--- config.mk ---
export PLATFORM = sky130hd
export DESIGN_NAME = video_to_axis
export DESIGN_NICKNAME = d
export VERILOG_FILES = /design/src/rtl/video_to_axis.sv
export SDC_FILE = /design/constraint.sdc
export NUM_CORES = 1
export LEC_CHECK = 0
export ABC_AREA = 1
export CAP_MARGIN = 20
export CORE_ASPECT_RATIO = 0.75
export CORE_MARGIN = 1
export CORE_UTILIZATION = 25
export CTS_BUF_LIST = sky130_fd_sc_hd__clkbuf_2 sky130_fd_sc_hd__clkbuf_4 sky130_fd_sc_hd__clkbuf_8
export CTS_CLUSTER_DIAMETER = 200
export DETAILED_ROUTE_END_ITERATION = 12
export MAX_ROUTING_LAYER = met4
export PLACE_DENSITY = 0.42
export SYNTH_ARGS = -nofsm -noshare
export SYNTH_HDL_FRONTEND = slang
export SYNTH_SLANG_ARGS = --single-unit
--- constraint.sdc ---
create_clock -name i_video_clk -period 2.7 [get_ports i_video_clk]
set_input_delay 0.54 -clock i_video_clk [delete_from_list [all_inputs] [get_ports i_video_clk]]
set_output_delay 0.54 -clock i_video_clk [all_outputs]
set_load 0.005 [all_outputs]
--- src/rtl/video_to_axis.sv ---
// ---------------------------------------------------------------------------
// video_to_axis
//
// Converts a parallel RGB video pixel stream into an AXI4-Stream. A frame is
// opened by the rising edge of i_frame_start, which latches the active
// resolution. Each qualified pixel is then tagged with start-of-frame and
// end-of-line flags and written into a small first-word-fall-through
// buffer. That buffer absorbs downstream back-pressure.
//
// Optional build feature:
//   VIDEO_TO_AXIS_STATUS_EN - when defined, o_overflow and o_frame_err are
//                             sticky status flags that only reset clears.
//                             When undefined, both outputs are tied low and
//                             no status registers exist.
//
// Parameters:
//   C_WIDTH     - bits per colour component
//   TUSER_WIDTH - tuser width; bit 0 = SOF, upper bits are always 0
//   FIFO_DEPTH  - buffer entries (power of two, at least 4)
//
// Ports:
//   i_video_clk       sole clock
//   i_video_reset_n   asynchronous active-low reset
//   i_frame_start     frame start strobe (level may be held; the edge counts)
//   i_data_valid      pixel qualifier
//   i_R/i_G/i_B       pixel components
//   i_hres/i_vres     active pixels per line / lines per frame
//   o_tdata           {R, G, B}; B occupies the least significant component
//   o_tvalid/i_tready AXI4-Stream handshake
//   o_tlast           end of line
//   o_tuser           bit 0 = start of frame
//   o_overflow        sticky: a pixel was dropped because the buffer was full
//   o_frame_err       sticky: a frame was truncated or a stray pixel arrived
// ---------------------------------------------------------------------------
module video_to_axis #(
    parameter int C_WIDTH     = 8,
    parameter int TUSER_WIDTH = 2,
    parameter int FIFO_DEPTH  = 16
) (
    input  logic                   i_video_clk,
    input  logic                   i_video_reset_n,
    input  logic                   i_frame_start,
    input  logic                   i_data_valid,
    input  logic [C_WIDTH-1:0]     i_R,
    input  logic [C_WIDTH-1:0]     i_G,
    input  logic [C_WIDTH-1:0]     i_B,
    input  logic [11:0]            i_hres,
    input  logic [11:0]            i_vres,
    output logic [3*C_WIDTH-1:0]   o_tdata,
    output logic                   o_tvalid,
    input  logic                   i_tready,
    output logic                   o_tlast,
    output logic [TUSER_WIDTH-1:0] o_tuser,
    output logic                   o_overflow,
    output logic                   o_frame_err
);

    localparam int          PIX_W   = 3 * C_WIDTH;
    localparam int          ENT_W   = PIX_W + 2;
    localparam int          AW      = $clog2(FIFO_DEPTH);
    localparam logic [AW:0] DEPTH_C = (AW+1)'(FIFO_DEPTH);

    typedef enum logic {
        ST_IDLE   = 1'b0,
        ST_ACTIVE = 1'b1
    } state_t;

    // Frame tracking state
    state_t      r_state;
    state_t      w_state_nxt;
    logic        r_fs_prev;
    logic [11:0] r_hres;
    logic [11:0] r_vres;
    logic [11:0] r_x;
    logic [11:0] r_y;
    logic        r_sof;
    logic [11:0] w_hres_nxt;
    logic [11:0] w_vres_nxt;
    logic [11:0] w_x_nxt;
    logic [11:0] w_y_nxt;
    logic        w_sof_nxt;

    logic        w_fs_edge;
    logic        w_pix_in;
    logic        w_eol;
    logic        w_eof;
    logic [11:0] w_hres_m1;
    logic [11:0] w_vres_m1;

    // Output buffer
    logic [ENT_W-1:0] r_mem [FIFO_DEPTH];
    logic [AW-1:0]    r_wr_ptr;
    logic [AW-1:0]    r_rd_ptr;
    logic [AW:0]      r_count;
    logic             w_full;
    logic             w_pop;
    logic             w_push;
    logic             w_tvalid;
    logic [ENT_W-1:0] w_head;

    // A held level is not a new frame: only a 0 -> 1 transition counts.
    assign w_fs_edge = i_frame_start & ~r_fs_prev;

    // The guard keeps the idle-time value defined when a zero resolution was
    // latched; ACTIVE never runs with a zero resolution.
    assign w_hres_m1 = (r_hres != 12'd0) ? (r_hres - 12'd1) : 12'd0;
    assign w_vres_m1 = (r_vres != 12'd0) ? (r_vres - 12'd1) : 12'd0;

    assign w_eol = (r_x == w_hres_m1);
    assign w_eof = w_eol && (r_y == w_vres_m1);

    // A pixel that coincides with a frame-start edge belongs to neither the
    // old frame nor the new frame, so it is discarded.
    assign w_pix_in = (r_state == ST_ACTIVE) && i_data_valid && !w_fs_edge;

    assign w_tvalid = (r_count != '0);
    assign w_full   = (r_count == DEPTH_C);
    assign w_pop    = w_tvalid && i_tready;
    // A full buffer still accepts a write when the head leaves in the same cycle.
    assign w_push   = w_pix_in && (!w_full || w_pop);

    always_comb begin
        w_state_nxt = r_state;
        w_hres_nxt  = r_hres;
        w_vres_nxt  = r_vres;
        w_x_nxt     = r_x;
        w_y_nxt     = r_y;
        w_sof_nxt   = r_sof;

        if (w_fs_edge) begin
            w_hres_nxt  = i_hres;
            w_vres_nxt  = i_vres;
            w_x_nxt     = 12'd0;
            w_y_nxt     = 12'd0;
            w_sof_nxt   = 1'b1;
            w_state_nxt = ((i_hres != 12'd0) && (i_vres != 12'd0)) ? ST_ACTIVE : ST_IDLE;
        end else if (w_pix_in) begin
            // A dropped pixel still advances the raster position, which keeps
            // tlast aligned with the real line boundaries.
            if (w_push) begin
                w_sof_nxt = 1'b0;
            end
            if (w_eol) begin
                w_x_nxt = 12'd0;
                if (w_eof) begin
                    w_y_nxt     = 12'd0;
                    w_state_nxt = ST_IDLE;
                end else begin
                    w_y_nxt = r_y + 12'd1;
                end
            end else begin
                w_x_nxt = r_x + 12'd1;
            end
        end
    end

    always_ff @(posedge i_video_clk or negedge i_video_reset_n) begin
        if (!i_video_reset_n) begin
            r_state   <= ST_IDLE;
            r_fs_prev <= 1'b0;
            r_hres    <= 12'd0;
            r_vres    <= 12'd0;
            r_x       <= 12'd0;
            r_y       <= 12'd0;
            r_sof     <= 1'b0;
        end else begin
            r_state   <= w_state_nxt;
            r_fs_prev <= i_frame_start;
            r_hres    <= w_hres_nxt;
            r_vres    <= w_vres_nxt;
            r_x       <= w_x_nxt;
            r_y       <= w_y_nxt;
            r_sof     <= w_sof_nxt;
        end
    end

    always_ff @(posedge i_video_clk or negedge i_video_reset_n) begin
        if (!i_video_reset_n) begin
            r_wr_ptr <= '0;
            r_rd_ptr <= '0;
            r_count  <= '0;
        end else begin
            if (w_push) begin
                r_wr_ptr <= r_wr_ptr + AW'(1);
            end
            if (w_pop) begin
                r_rd_ptr <= r_rd_ptr + AW'(1);
            end
            if (w_push && !w_pop) begin
                r_count <= r_count + (AW+1)'(1);
            end else if (!w_push && w_pop) begin
                r_count <= r_count - (AW+1)'(1);
            end
        end
    end

    // Storage carries only data. Reset does not clear it because the outputs
    // are masked whenever the buffer is empty.
    always_ff @(posedge i_video_clk) begin
        if (w_push) begin
            r_mem[r_wr_ptr] <= {r_sof, w_eol, i_R, i_G, i_B};
        end
    end

    // First-word-fall-through: the head entry is presented directly. The
    // head only moves on a pop, so the outputs hold steady under back-pressure.
    assign w_head = r_mem[r_rd_ptr];

    assign o_tvalid = w_tvalid;
    assign o_tdata  = w_tvalid ? w_head[PIX_W-1:0] : '0;
    assign o_tlast  = w_tvalid & w_head[PIX_W];

    always_comb begin
        o_tuser    = '0;
        o_tuser[0] = w_tvalid & w_head[PIX_W+1];
    end

`ifdef VIDEO_TO_AXIS_STATUS_EN
    logic w_drop;
    logic w_stray;
    logic w_restart_err;
    logic r_overflow;
    logic r_frame_err;

    assign w_drop        = w_pix_in && !w_push;
    assign w_stray       = (r_state == ST_IDLE) && i_data_valid && !w_fs_edge;
    assign w_restart_err = w_fs_edge && (r_state == ST_ACTIVE);

    always_ff @(posedge i_video_clk or negedge i_video_reset_n) begin
        if (!i_video_reset_n) begin
            r_overflow  <= 1'b0;
            r_frame_err <= 1'b0;
        end else begin
            if (w_drop) begin
                r_overflow <= 1'b1;
            end
            if (w_stray || w_restart_err) begin
                r_frame_err <= 1'b1;
            end
        end
    end

    assign o_overflow  = r_overflow;
    assign o_frame_err = r_frame_err;
`else
    assign o_overflow  = 1'b0;
    assign o_frame_err = 1'b0;
`endif

endmodule
Word-level counts from Yosys, hierarchy flattened. Memories as Yosys holds them, arrays and structs flattened. Cells that the tools add are included. W data, S select, Z words.

Register bits: 64. Memory bits (writable): 416. Bits of input ports: 53. Output and inout port bits: 30. Word-level logic and storage cells: 74. Memories kept: 1.

Memories: r_mem (words 16, bits a word 26, read ports 1, clocked after memory_dff 0, write ports 1, RTL line 91) `logic [ENT_W-1:0] r_mem [FIFO_DEPTH];`.

Add/subtract/negate cells: 8. Equality and inequality tests: 3. Multiplexer cells: 22. Bitwise operators: 4. Reductions and logical operators: 26.

Operators with widths (number): $mux W12 (9); $reduce_bool A12 Y1 (4); $add A12 B1 Y12 const B (2); $eq A12 B12 Y1 (2); $mux W24 (1); $sub A12 B1 Y12 const B (2); $mux W1 (10); $mux W5 (2); $reduce_bool A2 Y1 (5); $add A4 B1 Y4 const B (2); $logic_and A1 B1 Y1 (8); $add A5 B1 Y5 const B (1); $eq A5 B5 Y1 const B (1); $reduce_bool A5 Y1 (1); $sub A5 B1 Y5 const B (1); $logic_not A1 Y1 (4); $reduce_and A2 Y1 (2); $and A1 B1 Y1 (3); $reduce_and A3 Y1 (1); $logic_or A1 B1 Y1 (1); $not A1 Y1 (1).

Logic depth before layout (Yosys ltp).
Depth in word-level cells: 9. Depth in mapped cells: 19. Mapped depth without buffers: 19.

Least setup slack after synthesis. Ideal clock, no wire load.

Kind: register -> register. From: register r_count[0]. To: register r_count[4]. Setup time: 0.125 ns. Arrival: 2.710 ns. Path slack: -0.135 ns. Stages on the path, launching flop included: 18. Path buffers: 0. Cells stage by stage: dfrtp_1 -> nor4_1 -> inv_1 -> nor2_2 -> inv_2 -> nand2_1 -> nand3_1 -> nand2_1 -> inv_2 -> ha_1 -> inv_1 -> ha_1 -> a21o_1 -> a21oi_1 -> nand2_1 -> nand2_1 -> nor2_1 -> xor2_1.

Word-level cells in the longest chain between the ends: 7. Elaborated cells on any way between the ends: 15. Classes of those cells: add/sub (2); eq/ne (1); mux (2); reduce/logical (10).

RTL lines: from (decl) (RTL line 94) `logic [AW:0] r_count;`; from (signal assigned) (RTL line 190) `r_count <= r_count + (AW+1)'(1);`; from (signal assigned) (RTL line 192) `r_count <= r_count - (AW+1)'(1);`; $reduce_bool A5 Y1 (*) (RTL line 116) `assign w_tvalid = (r_count != '0);`; via o_tvalid (RTL line 50) `output logic o_tvalid,`; $logic_and A1 B1 Y1 (*) (RTL line 118) `assign w_pop = w_tvalid && i_tready;`; $logic_or A1 B1 Y1 (*) (RTL line 120) `assign w_push = w_pix_in && (!w_full || w_pop);`; $logic_and A1 B1 Y1 (*) (RTL line 120); via w_push (RTL line 97) `logic w_push;`; $logic_not A1 Y1 (RTL line 191) `end else if (!w_push && w_pop) begin`; $logic_and A1 B1 Y1 (RTL line 191); $reduce_bool A2 Y1 (no line).

The timed path passes the listed nets; every way through them passes the cells marked *. The select of a mux whose other input is x is not followed. A chain may end at the register's enable or synchronous reset.

Worst setup path in the final report.
From: register r_rd_ptr[0]. To: output port o_tdata[2].

Word-level cells in the longest chain between the ends: 2.

RTL lines: from (decl) (RTL line 93) `logic [AW-1:0] r_rd_ptr;`; from (signal assigned) (RTL line 187) `r_rd_ptr <= r_rd_ptr + AW'(1);`; $mem_v2 Z16 W26; $mux W24 (RTL line 210) `assign o_tdata = w_tvalid ? w_head[PIX_W-1:0] : '0;`; to (decl) (RTL line 49) `output logic [3*C_WIDTH-1:0] o_tdata,`.

Every way passes these cells.

==> out/results.ini <==
[outcome]
status = complete, but fails checks
violations = setup timing

[synth]
synth-edff-count = 416
ys.warnings.count = 0
ys_seq_area_share_pct = 69.1
synthDominantCellAreaShare_pct = 61.2
yosysUniqueCellTypes = 37
synth_most_common_cell = edfxtp_1
yosys.area.top_type = edfxtp_1
synth_area_per_cell_um2 = 11.5
yosys-top-cells-count = edfxtp_1, nor2_1, o21ai_0
ys.flop_type = edfxtp_1
synth-seq-cells = 480
synth_area_leaders = edfxtp_1, dfrtp_1, o21ai_0
ys_async_sr_fraction_pct = 13.3
syn_area_um2 = 20400
netlist_instances = 1768

[place]
place_congestion = 0.781
io_buffers = 79
preCtsSetupSlack_ns = -0.241
dp_hpwl_um = 37100
place_area_um2 = 23900

[clock_network]
clk_pin_slew_ns = 0.06
clkLatencyLatePin_ns = 0.70
cts_num_sinks = 480
clockBufferDepth = 3
cts-root-buf = clkbuf_8
numCtsBuffers = 84
cts_tree = yes
cts.htree.levels = 3

[die]
die_x_um = 332
rows = 90
pin_count = 83
core_area_um2 = 80600
initial_core_util_pct = 25.3
die_h_um = 249
die_area_um2 = 82700

[hold_path]
whs_path_depth = 1
min_to = r_fs_prev
holdCritStartpoint = i_frame_start
hold_class = primary input to flop

[grt]
grt_usage_pct = 15.2
grt_pass1_wl_um = 92100
grt_pass1_vias = 14400
overflow = 0
antenna_found_initial = 4
grt_max_degree = 50

[power]
sw_frac_of_total_pct = 36.1
p_seq_share_pct = 31.8
finalPower_mw = 28.0
p_leak_nw = 9.79
powerDensity_nw_per_um2 = 1020
p_comb_share_pct = 44.3
power.net_switching_mw = 10.1
vdd_ir_drop_max_v = 0.000549
internal_power_mw = 17.9
clockPowerShare_pct = 23.9

[critical_path]
critical_path_class = flop to output port
cp-end-kind = output port
ff2ff_setup_slack_ns = 0.08
path_max_fanout = 6
worstReg2RegStart = r_count[2]
critPathArrivalTime_ns = 2.60
required_ns = 2.16
cp-startpoint = r_rd_ptr[0]
worst_setup_path_start_kind = flop
reg2regPathDepth = 18
timing.rr.end = r_count[3]

[sta]
hold_ws_ns = 0.314
tightestPinTransition_ns = 0.627
maxSlewViolCount = 0
hold_viol = 0
timing.final.ws_setup_ns = -0.444
skew_ns = 0.0282
fin_crit_sh_pct = 116
setup_tns_ns = -9.45
rsz0062_at_grt = true
maxSlewHeadroom_pct = 58.2
finalSetupViolations = 26
timing.fmax_mhz = 318
min_period_ns = 3.14

[detailed_routing]
ant_nets = 0
via_count = 15000
drt-total-wl_um = 64500
via_per_inst = 4.70
drtIter0Drc = 1170
drc_errors = 0
routedWlPerCell_um = 20.2
dr.pass1.iters = 5

[layout]
fin_nets = 2125
fin_area_um2 = 27400
area_delta_synth_final_pct = 34.5
drive_gt1_share_pct = 26.3

[flow_run]
drv_cap = 0

[per-layer routing]
layer / track usage (%) / wire [um]
met5: - / 0
met4: 4.01 / 1060
met3: 3.57 / 3200
met2: 21.8 / 28100
met1: 21.3 / 32200
[flip-flops by register name (all words and copies together) (netlist names)]
signal / count
r_sof: 1
r_hres: 12
r_y: 12
r_x: 12
r_state: 1
r_count: 5
r_fs_prev: 1
r_wr_ptr: 4
r_vres: 12
r_rd_ptr: 4
r_mem: 416
[what timing repair did]
item,in CTS,in global routing
pin swaps,39,125
setup endpoints to repair,27,50
cloned,5,21
endpoints found under the hold margin,18,0
buffers inserted,20,40
resized for setup,177,245
hold buffers,1,0
[logic make-up after synthesis]
logic type	Yosys count	synth area share, %
AO/OA/AOI/OAI	410	11.7
buffers and inverters	189	3.75
XOR/XNOR	28	1.20
adder cells (fa/ha/maj)	14	0.896
AND/OR/NAND/NOR	646	13.3
other	1	0.0184
flip-flops	480	69.1
[cell type report]
class	count	area (um^2)
inverter	85	342
antenna	3	7.51
clock buffer	122	1480
multi-input combinational	1101	6250
clock inverter	30	170
tap	1058	1320
fill	7975	53200
sequential	480	14100
timing repair buffer	306	3760
[per-stage QoR]
step	std cells	util, %
after floorplan	1770	-
after global placement	2950	29.6
after detailed placement	2950	29.6
after CTS	3128	32.4
after global routing	3185	34.0
final	3185	34.0
[power groups by stage]
stage	registers (mW)	logic, mW	clock network (mW)
after CTS	8.90	10.3	6.90
after global routing	8.95	13.3	7.20
after detailed placement	9.02	9.30	0
after floorplan	8.94	4.50	0
final	8.90	12.4	6.68
after global placement	9.01	9.27	0
[cells in the final DEF (no fill, tap or decap), types with 5 or more instances in the layout]
cell	count
clkdlybuf4s50_1	51
dfrtp_1	61
nand4_1	31
buf_4	102
nand3_2	5
edfxtp_1	416
buf_12	59
o22ai_2	9
o21ai_1	66
nand3_1	75
o221ai_2	10
o21ai_2	29
a21oi_2	24
buf_2	23
o22ai_1	33
clkinv_1	19
a21oi_1	6
nand2_1	195
clkbuf_8	90
nand2_2	8
nor2_2	26
nor4_1	7
nor2_4	30
nor2_1	257
buf_16	5
buf_8	15
clkinv_2	7
o221ai_1	62
buf_6	32
ha_1	9
inv_1	73
xor2_1	24
clkbuf_4	32
inv_2	6
clkbuf_16	18
o21ai_0	163
[critical path, stage by stage (launching register included)]
cell and delay [ns]:
dfrtp_4 0.55, clkinv_8 0.10, buf_8 0.12, buf_6 0.13, buf_8 0.13, clkbuf_16 0.15, nor2_2 0.03, o221ai_1 0.19
nand3_1 0.16, a21oi_2 0.18, buf_2 0.14
[how the worst max path moves through the flow]
stage | end | slack, ns | cells past startpoint
floorplan | r_count[4] | 0.006 | 17
global placement | r_count[4] | -0.25 | 15
detailed placement | r_count[4] | -0.24 | 15
CTS | o_tdata[4] | -0.84 | 8
global route | o_tdata[2] | -0.56 | 10
finish | o_tdata[2] | -0.44 | 10
(Power assumes the default switching activity.)
